$ cat src/rtl/fifo_pkg.sv
// Shared constants and helpers for the parametrised FIFO family.
package fifo_pkg;

  localparam int FIFO_MODE_STD  = 0;
  localparam int FIFO_MODE_FWFT = 1;

  // Ceiling log2, usable in constant expressions (pointer/count widths).
  function automatic int fifo_clog2(input int unsigned v);
    int r;
    r = 0;
    for (int i = 0; i < 32; i++)
      if ((32'd1 << i) < v) r = i + 1;
    return r;
  endfunction

endpackage

$ cat src/rtl/fifo_ram.sv
// Simple dual-port storage: synchronous write, asynchronous read, no reset.
module fifo_ram #(
  parameter int DATA_WIDTH = 8,
  parameter int DEPTH      = 16,
  parameter int AW         = 4
) (
  input  logic                  clk,
  input  logic                  we,
  input  logic [AW-1:0]         waddr,
  input  logic [DATA_WIDTH-1:0] wdata,
  input  logic [AW-1:0]         raddr,
  output logic [DATA_WIDTH-1:0] rdata
);

  logic [DATA_WIDTH-1:0] mem [DEPTH];

  always_ff @(posedge clk) begin
    if (we) mem[waddr] <= wdata;
  end

  assign rdata = mem[raddr];

endmodule

$ cat src/rtl/sync_fifo_param.sv
// Single-clock FIFO with configurable width/depth, optional FWFT read,
// occupancy count, almost flags and overflow/underflow pulses.
module sync_fifo_param
  import fifo_pkg::*;
#(
  parameter int DATA_WIDTH    = 8,
  parameter int DEPTH         = 16,
  parameter int FWFT          = 0,
  parameter int AFULL_THRESH  = DEPTH - 2,
  parameter int AEMPTY_THRESH = 2
) (
  input  logic                        clk,
  input  logic                        reset,
  input  logic [DATA_WIDTH-1:0]       data_in,
  input  logic                        write_enable,
  input  logic                        read_enable,
  output logic [DATA_WIDTH-1:0]       data_out,
  output logic                        valid,
  output logic                        empty,
  output logic                        full,
  output logic                        almost_empty,
  output logic                        almost_full,
  output logic [fifo_clog2(DEPTH):0]  count,
  output logic                        overflow,
  output logic                        underflow
);

  localparam int AW = fifo_clog2(DEPTH);
  localparam int CW = AW + 1;
  localparam logic [CW-1:0] DEPTH_C  = CW'(DEPTH);
  localparam logic [CW-1:0] AF_C     = CW'(AFULL_THRESH);
  localparam logic [CW-1:0] AE_C     = CW'(AEMPTY_THRESH);

  generate
    if (DATA_WIDTH < 1)
      $error("sync_fifo_param: DATA_WIDTH must be >= 1");
    if (DEPTH < 2 || (DEPTH & (DEPTH - 1)) != 0)
      $error("sync_fifo_param: DEPTH must be a power of two >= 2");
    if (FWFT != FIFO_MODE_STD && FWFT != FIFO_MODE_FWFT)
      $error("sync_fifo_param: FWFT must be 0 or 1");
    if (AFULL_THRESH < 1 || AFULL_THRESH > DEPTH)
      $error("sync_fifo_param: AFULL_THRESH out of range");
    if (AEMPTY_THRESH < 0 || AEMPTY_THRESH > DEPTH - 1)
      $error("sync_fifo_param: AEMPTY_THRESH out of range");
  endgenerate

  logic [AW-1:0]         wr_ptr, rd_ptr;
  logic [CW-1:0]         cnt_q;
  logic [DATA_WIDTH-1:0] ram_rdata;
  logic                  wr_acc, rd_acc;

  // Acceptance uses the pre-edge flags, so full+rd+wr drops the write
  // and empty+rd+wr drops the read.
  assign wr_acc = write_enable && !full;
  assign rd_acc = read_enable  && !empty;

  assign count        = cnt_q;
  assign empty        = (cnt_q == '0);
  assign full         = (cnt_q == DEPTH_C);
  assign almost_empty = (cnt_q <= AE_C);
  assign almost_full  = (cnt_q >= AF_C);

  fifo_ram #(
    .DATA_WIDTH (DATA_WIDTH),
    .DEPTH      (DEPTH),
    .AW         (AW)
  ) u_ram (
    .clk   (clk),
    .we    (wr_acc && !reset),
    .waddr (wr_ptr),
    .wdata (data_in),
    .raddr (rd_ptr),
    .rdata (ram_rdata)
  );

  always_ff @(posedge clk) begin
    if (reset) begin
      wr_ptr    <= '0;
      rd_ptr    <= '0;
      cnt_q     <= '0;
      overflow  <= 1'b0;
      underflow <= 1'b0;
    end else begin
      overflow  <= write_enable && full;
      underflow <= read_enable && empty;
      if (wr_acc) wr_ptr <= wr_ptr + AW'(1);
      if (rd_acc) rd_ptr <= rd_ptr + AW'(1);
      case ({wr_acc, rd_acc})
        2'b10:   cnt_q <= cnt_q + CW'(1);
        2'b01:   cnt_q <= cnt_q - CW'(1);
        default: cnt_q <= cnt_q;
      endcase
    end
  end

  generate
    if (FWFT == FIFO_MODE_FWFT) begin : g_fwft
      // Head word is presented combinationally; blanked while empty so the
      // unreset RAM never leaks onto data_out.
      assign data_out = empty ? '0 : ram_rdata;
      assign valid    = !empty;
    end else begin : g_std
      logic [DATA_WIDTH-1:0] dout_q;
      logic [1:0]            vld_pipe;

      assign vld_pipe[0] = rd_acc;

      always_ff @(posedge clk) begin
        if (reset) begin
          dout_q      <= '0;
          vld_pipe[1] <= 1'b0;
        end else begin
          vld_pipe[1] <= vld_pipe[0];
          if (rd_acc) dout_q <= ram_rdata;
        end
      end

      assign data_out = dout_q;
      assign valid    = vld_pipe[1];
    end
  endgenerate

endmodule

$ cat config.mk
export PLATFORM = sky130hd
export DESIGN_NAME = sync_fifo_param
export DESIGN_NICKNAME = d
export VERILOG_FILES = /design/src/rtl/fifo_pkg.sv /design/src/rtl/fifo_ram.sv /design/src/rtl/sync_fifo_param.sv
export SDC_FILE = /design/constraint.sdc
export NUM_CORES = 1
export LEC_CHECK = 0
export ABC_AREA = 1
export CELL_PAD_IN_SITES_DETAIL_PLACEMENT = 1
export CELL_PAD_IN_SITES_GLOBAL_PLACEMENT = 1
export CORE_ASPECT_RATIO = 1.25
export CORE_UTILIZATION = 46
export DETAILED_ROUTE_END_ITERATION = 10
export PLACE_DENSITY = 0.88
export SYNTH_ARGS = -nofsm -noshare
export SYNTH_HDL_FRONTEND = slang
export SYNTH_SLANG_ARGS = --single-unit
$ cat constraint.sdc
create_clock -name clk -period 3.9 [get_ports clk]
set_input_delay 0.975 -clock clk [delete_from_list [all_inputs] [get_ports clk]]
set_output_delay 0.975 -clock clk [all_outputs]
set_load 0.02 [all_outputs]
# [Word-level counts from Yosys, hierarchy flattened]
# Memories as Yosys holds them, arrays and structs flattened. A register that Yosys moved wholly into a read port is not among the register bits.
# Cells that the tools add are included.
[op_classes] eq_ne=3 reduce_logical=10 magnitude_cmp=2 n_addsub=4 mux=3
[op_table] cell="5-bit one-hot mux with 2 select lines" count=1
[op_table] cell="4-bit by 1-bit adder with 4-bit output, second input constant" count=2
[op_table] cell="5-bit by 1-bit adder with 5-bit output, second input constant" count=1
[op_table] cell="5-bit == test, second input constant" count=1
[op_table] cell="5-bit by 4-bit greater-or-equal comparator with 1-bit output, second input constant" count=1
[op_table] cell="5-bit by 2-bit <= comparator with 1-bit output, second input constant" count=1
[op_table] cell="1-bit logical AND" count=5
[op_table] cell="5-bit zero test" count=1
[op_table] cell="5-bit by 1-bit subtractor with 5-bit output, second input constant" count=1
[op_table] cell="1-bit zero test" count=3
[op_table] cell="2-bit by 1-bit == test with 1-bit output, second input constant" count=1
[op_table] cell="2-bit == test, second input constant" count=1
[op_table] cell="1-bit 2-to-1 mux" count=2
[op_table] cell="2-bit nonzero test" count=1
[totals] out_inout_bits=20 mem_bits_rw=128 n_memories=1 input_bits=12 word_cells=29 regBits=16
[memory_table] name="u_ram.mem" words=16 width=8 rd=1 rd_clocked_by_memory_dff=1 write_ports=1 line="fifo_ram.sv:15" rtl="logic [DATA_WIDTH-1:0] mem [DEPTH];"

# [Longest topological paths before layout]
[depth] word_depth=6 mapped_depth=16 depth_no_buf=15

# [By module]
# A second synthesis with hierarchy kept.
[hier_totals] cells_unflattened=703 area_unflattened_um2=6836.6
[by_module_without_submodules] mod="fifo_ram" area_each_um2=5606.6 n_inst=1 cells_each=543
[by_module_without_submodules] mod="sync_fifo_param" area_each_um2=1229.9 n_inst=1 cells_each=160

# [Worst setup path after synthesis]
# No wires, ideal clock.
[synth_path] path_type="input to register" start="input port read_enable" end="register cnt_q[4] (netlist: count[4])" arrival_ps=2452 n_path_buf=1 path_stages=13 setup_slack_ps=1378 cell_sequence="nand2_2 -> inv_2 -> buf_4 -> ha_1 -> inv_1 -> fa_1 -> inv_1 -> nand2_1 -> a21boi_0 -> o21bai_1 -> nand2_1 -> nand2_1 -> a21oi_1"
[synth_via] elab_chain_len=3 elab_cells_between_ends=5 classes_between="eq/ne (2); mux (1); reduce/logical (2)"
[synth_rtl] element="start, declared" line="sync_fifo_param.sv:16" rtl="input logic read_enable,"
[synth_rtl] element="1-bit logical AND *" line="sync_fifo_param.sv:55" rtl="assign rd_acc = read_enable && !empty;"
[synth_rtl] element="via rd_acc" line="sync_fifo_param.sv:50" rtl="logic wr_acc, rd_acc;"
[synth_rtl] element="2-bit by 1-bit == test with 1-bit output or 2-bit == test (tied branches)" line="sync_fifo_param.sv:88" rtl="case ({wr_acc, rd_acc})"
[synth_rtl] element="5-bit one-hot mux with 2 select lines or 2-bit nonzero test (tied branches)"
[synth_rtl] element="end signal, assigned" line="sync_fifo_param.sv:89" rtl="2'b10: cnt_q <= cnt_q + CW'(1);"
[synth_rtl] element="end signal, assigned" line="sync_fifo_param.sv:90" rtl="2'b01: cnt_q <= cnt_q - CW'(1);"
[synth_rtl] element="end signal, assigned" line="sync_fifo_param.sv:91" rtl="default: cnt_q <= cnt_q;"
[synth_rtl] element="end, declared" line="sync_fifo_param.sv:48" rtl="logic [CW-1:0] cnt_q;"
# Mark *: on every way through the listed nets, which the timed path passes. The rest lies on a longest branch.
# A chain may end at the register's enable or synchronous reset.

# [Final worst setup path]
[layout_path] start="input port read_enable" end="register cnt_q[4] (netlist: count[4])"
[layout_via] elab_chain_len=3 elab_cells_between_ends=5 classes_between="eq/ne (2); mux (1); reduce/logical (2)"
[layout_rtl] element="1-bit logical AND *" line="sync_fifo_param.sv:55"
[layout_rtl] element="2-bit by 1-bit == test with 1-bit output or 2-bit == test (tied branches)" line="sync_fifo_param.sv:88"
[layout_rtl] element="5-bit one-hot mux with 2 select lines or 2-bit nonzero test (tied branches)"
# Mark *: on every way between the ends. The rest lies on a longest branch, timed or not.

==> flow_metrics.tcl <==
set metrics [dict create \
    status "finished, final reports clean" \
    grt_max_degree 67 \
    final_nets 727 \
    final-setup-viol-count 0 \
    num_vias 4987 \
    r2r_slack_ns 1.11 \
    crit_buf_inv 4 \
    fin_util_pct 54.5 \
    synth-seq-area-share_pct 64.7 \
    port_buffers 31 \
    drv_slew 0 \
    dr.pass1.iters 7 \
    period_minus_slack_ns 3.08 \
    relSlewSlack_pct 22.7 \
    gp_congestion 0.927 \
    n_antenna_cell 0 \
    finalNonFillerCells 893 \
    syn_nets 703 \
    ant_nets 0 \
    hold_path_class "reg2reg" \
    placed_cell_area_um2 7040 \
    setup_slack_ns 0.818 \
    path_delay_family "buffers and inverters" \
    cts_made_buffers 17 \
    track_usage_pct 28.1 \
    cp_cell_sequence "clkdlybuf4s50_1, nand2_2, inv_2, ha_1, inv_1, fa_1, inv_1, nand2_1, a21boi_0, o21bai_1, nand2_1, nand2_1, a21oi_1" \
    ys.warnings.count 0 \
    required_ns 4.23 \
    die_height_um 137 \
    async_flop_share_pct 0 \
    clk_latency_ns 0.43 \
    via_per_inst 5.58 \
    routedWlPerCell_um 21.9 \
    final_common_cell "nand2_1" \
    ff2ff_path_depth 14 \
    drt-total-wl_um 19500 \
    hold-path-endpoint "wr_ptr[3]$_SDFFE_PP0P_" \
    slowest_delay_ns 0.50 \
    drt-initial-drc-count 411 \
    timing.rr.start "count[4]$_SDFFE_PP0P_" \
    htreeDepth 4 \
    grt_pass1_vias 5419 \
    preCtsSetupSlack_ns 0.499 \
    p_per_area_nw_per_um2 664 \
    final.period_utilization_pct 79.0 \
    num_rows 48 \
    crit_path_end_kind "register" \
    postSynthCellCount 681 \
    ys_ff_latch 152 \
    drive_gt1_share_pct 5.57 \
    path_max_fanout 21 \
    hold_viol 0 \
    place_hpwl_um 12000 \
    rsz0062_at_grt "false" \
    final_area_um2 7620 \
    area_delta_synth_final_pct 14.1 \
    synth_ff_type "edfxtp_1" \
    fin_skew_ns 0.00978 \
    antenna_found_initial 0 \
    nFillCells 1530 \
    die_x_um 110 \
    fmax_ghz 0.324 \
    synth_top_cell_by_area "edfxtp_1" \
    clock_tree.root_cell "clkbuf_16" \
    tns_ns 0 \
    io_pins 32 \
    cap_viol_max_count 0 \
    critical_path_class "in2reg" \
    post_cts_buffers 0 \
    path_clk_slew_ns 0.06 \
    synth_cell_types 24 \
    cts_resized 0 \
    worst_r2r_endpoint "count[4]$_SDFFE_PP0P_" \
    hold_buffers 0 \
    placed_cells 861 \
    cts_sinks 152 \
    peakVddDrop_mv 0.383 \
    synth_edf_count 128 \
    leakagePower_nw 3.20 \
    min_path_cells 2 \
    grt_pass1_wl_um 29700 \
    cp_slowest_cell "clkdlybuf4s50_1" \
    syn_avg_cell_area_um2 9.81 \
    cp.depth 13 \
    drc_errors 0 \
    cpMostUsedCell "nand2_1" \
    cts_buffer_depth 2 \
    grt-ovfl-total 0 \
    start_util_pct 47.8 \
    final_cell_mix "228 x nand2_1, 128 x edfxtp_1, 94 x nand3_1" \
    core-area_um2 14000 \
    dieArea_um2 15000 \
    cp.arrival_ns 3.42 \
    synth_area_um2 6680 \
    worst_slew_pin_slew_ns 1.16 \
    cts_tree "done" \
    synth_area_leaders "edfxtp_1 58%, nand2_1 13%, dfxtp_1 7.2%" \
    hold_start "wr_ptr[3]$_SDFFE_PP0P_" \
    startpoint_type "input pin" \
    synth_top_area_share_pct 57.5 \
]
-- routing by layer --
metal | up-vias | global-route usage [%] | wire, µm
met2 | 247 | 49.9 | 10600
li1 | 2250 | - | -
met1 | 2411 | 29.9 | 6760
met3 | 79 | 5.86 | 1170
met5 | - | 0 | 0
met4 | 0 | 18.1 | 1000
-- stage by stage --
stage	hold slack, ns	power, mW
after floorplan	0.471	2.92
after CTS	0.536	5.05
after detailed placement	0.514	3.39
after global placement	0.502	3.31
after global routing	0.563	5.24
final	0.544	5.06
-- registers in the layout, indices dropped and copies added, names as in the netlist --
name / cells
overflow: 1
valid: 1
rd_ptr: 4
data_out: 8
wr_ptr: 4
u_ram.mem: 128
underflow: 1
count: 5
-- worst register-to-register path, delay by kind of cell (launching register included) --
family	cells	cell delay [ns]
AO/OA/AOI/OAI	3	0.41
AND/OR/NAND/NOR	5	0.46
flip-flops	1	0.45
buffers and inverters	4	0.61
adder cells (fa/ha/maj)	2	0.76
-- final cells by class --
cell class              instances  area, µm²  share of cell area, %
clock inverters                14        150                   1.97
well taps                     175        219                   2.87
clock buffers                  18        429                   5.63
repair buffers                 34        333                   4.37
inverters                      98        368                   4.83
multi-input cells             402       1800                   23.6
flip-flops and latches        152       4330                   56.7
-- worst max-delay path by stage --
stage / startpoint / to / slack [ns]
6_report: read_enable / count[4]$_SDFFE_PP0P_ / 0.82
4_1_cts: read_enable / count[4]$_SDFFE_PP0P_ / 0.82
2_1_floorplan: read_enable / count[4]$_SDFFE_PP0P_ / 1.38
3_3_place_gp: read_enable / count[4]$_SDFFE_PP0P_ / 0.61
5_1_grt: read_enable / count[4]$_SDFFE_PP0P_ / 0.61
3_5_place_dp: read_enable / count[4]$_SDFFE_PP0P_ / 0.50
-- cells in the mapped netlist, types with 2 or more instances --
library cell and count:
buf_6 5, buf_2 10, inv_1 92, xor2_1 4
a21oi_1 15, nand2_2 2, edfxtp_1 128, inv_2 4
clkbuf_1 5, nand4_1 2, ha_1 9, dfxtp_1 24
nand3_1 94, nand2_1 228, clkinv_1 2, o21ai_0 8
buf_4 9, nor2_1 34
-- cell families (layout without fill, tap and decap cells) --
| group | Yosys count | after routing | share of synthesized area (%) |
|---|---|---|---|
| buffers and inverters | 127 | 164 | 8.39 |
| and+or+nand+nor | 361 | 361 | 22.2 |
| xor gates and xnor gates | 5 | 5 | 0.655 |
| adders and majority gates | 10 | 10 | 1.98 |
| AOI/OAI and AO/OA | 26 | 26 | 2.06 |
| DFF | 152 | 152 | 64.7 |
-- power by group --
| group | internal (mW) | switching [mW] |
|---|---|---|
| Combinational | 0.467 | 1.05 |
| Sequential | 1.85 | 0.0726 |
| Clock | 0.947 | 0.675 |
Power figures use the tool's default switching activity.
==> variant: new RTL, same settings <==
`DEPTH` is set to 16 in 2 places; all go to 64.
--- a/src/rtl/fifo_ram.sv
+++ b/src/rtl/fifo_ram.sv
@@ -2,5 +2,5 @@
 module fifo_ram #(
   parameter int DATA_WIDTH = 8,
-  parameter int DEPTH      = 16,
+  parameter int DEPTH      = 64,
   parameter int AW         = 4
 ) (
--- a/src/rtl/sync_fifo_param.sv
+++ b/src/rtl/sync_fifo_param.sv
@@ -5,5 +5,5 @@
 #(
   parameter int DATA_WIDTH    = 8,
-  parameter int DEPTH         = 16,
+  parameter int DEPTH         = 64,
   parameter int FWFT          = 0,
   parameter int AFULL_THRESH  = DEPTH - 2,
Ports: changed (resized count); port bits go from 32 to 34. No check against the original RTL was run, so the function may have changed too.
==> variant against the unedited design <==
  * Clock power rose to 3.2 times the old value
  * Fmax fell by 3.6%
  * Routed wire length rose to 3.6 times the old value
  * Combinational power rose by 130%
  * Area after synthesis increased to 3.5 times the old value
  * Register-to-register slack worse by 0.10 ns
  * Critical path depth is 9 lower
  * Via count rose to 3.3 times the old value
  * Hold slack improved by 0.023 ns
  * Setup slack got worse by 0.12 ns
  * Power rose to 3.0 times the old value
  * Sequential cell count is 390 higher
  * Final area rose to 3.4 times the old value
  * Critical path type is now flop to output pin
  * Largest power group unchanged
==> variant: results (changes against the unedited design) <==
Area contributors post-synth -> edfxtp_1 (66%), nand2_1 (11%), nand3_1 (6.3%)
Via Count -> 16.7k (+230%)
post-synthesis sequential area ratio -> 68.8% (+4.1 points)
GPL Wtd Cong -> 0.853 (-7.9%)
Worst Skew -> 0.0230 ns (+0.0132 ns)
dpl cells -> 2852 (+230%)
largest net degree at the start of global routing -> 196 (+190%)
fraction of layout cells with a size suffix above 1 -> 7.53% (+2.0 points)
number of enable flip-flop cells after synthesis -> 512 (+300%)
Slew @ Worst Pin -> 1.18 ns (+0.0180 ns)
DP Area -> 24200 µm² (+240%)
CTS Buffer Depth -> 3 (+1)
Worst EP arrival -> 2.22 ns (-1.20 ns)
initial DRC count -> 1630 (+300%)
routed length per instance -> 23.8 µm (+8.9%)
final layout net count -> 2276 (+210%)
r2r endpoint -> data_out[3]
DR top layer -> met5
Setup crit start -> count[2]
met1 WL -> 26300 µm (+290%)
met1 Track Usage GR -> 33.0% (+3.1 points)
vias in the first global route -> 17.8k (+230%)
Pleak -> 10.1 nW (+220%)
flop2flop setup slack -> 1.01 ns (-0.10 ns)
crit-path max cell delay -> 0.69 ns (+0.19 ns)
library cells used by synthesis -> 33 (+38%)
port bufs -> 33 (+6.5%)
Setup WS pre-CTS -> 0.497 ns (-0.00182 ns)
first-pass GRT wire length -> 106000 µm (+260%)
max reg flops -> 512 (+300%)
hpwl dp -> 42600 µm (+250%)
WL met2 -> 35000 µm (+230%)
GR Util met3 -> 3.84% (-2.0 points)
Pre-antenna DRT Iters -> 6 (-1)
Syn Inst Count -> 2208 (+220%)
clock latency on the worst-skew pair -> 0.60 ns (+0.17 ns)
status -> complete, no violations
r2r startpoint -> rd_ptr[0]
crit path capture -> full
variant: worst min path at each step:
stage	from	endpoint	slack, ns	cells after the start
floorplan	wr_ptr[3]	wr_ptr[4]	0.49	2
global placement	wr_ptr[3]	wr_ptr[4]	0.56	2
detailed placement	wr_ptr[3]	wr_ptr[4]	0.55	2
CTS	wr_ptr[3]	wr_ptr[4]	0.55	2
global route	wr_ptr[3]	wr_ptr[4]	0.59	2
finish	wr_ptr[3]	wr_ptr[4]	0.57	2
variant: logic make-up after synthesis:
logic type / share of synthesized area (%)
AOI/OAI and AO/OA: 2.03
xor gates and xnor gates: 0.113
adders and majority gates: 0.517
buffers and inverters: 6.35
DFF: 68.8
and+or+nand+nor: 22.2
variant: final cells by class:
class | count | area [µm²]
Clock inverter | 26 | 300
Clock buffer | 70 | 1430
Timing Repair Buffer | 104 | 876
Tap cell | 651 | 815
Multi-Input combinational cell | 1350 | 5780
Sequential cell | 542 | 16000
Fill cell | 5426 | 23700
Inverter | 205 | 777
variant: worst reg2reg max path, cell delays in order (launching register included):
cell	delay, ns
dfxtp_4	0.38
inv_6	0.72
buf_12	0.55
nand2_1	0.15
nand3_1	0.12
nand3_1	0.15
nand3_1	0.17
nand2_1	0.10
nand3_1	0.11
nand3_1	0.17
nand2_1	0.12
inv_1	0.05
variant: power groups by stage:
| stage | sequential, mW | clock, mW | combinational, mW |
|---|---|---|---|
| after floorplan | 6.72 | 0 | 2.25 |
| after detailed placement | 6.70 | 0 | 3.38 |
| after global routing | 6.59 | 5.34 | 3.80 |
| after global placement | 6.70 | 0 | 3.21 |
| after CTS | 6.58 | 5.18 | 3.46 |
| final | 6.59 | 5.14 | 3.48 |
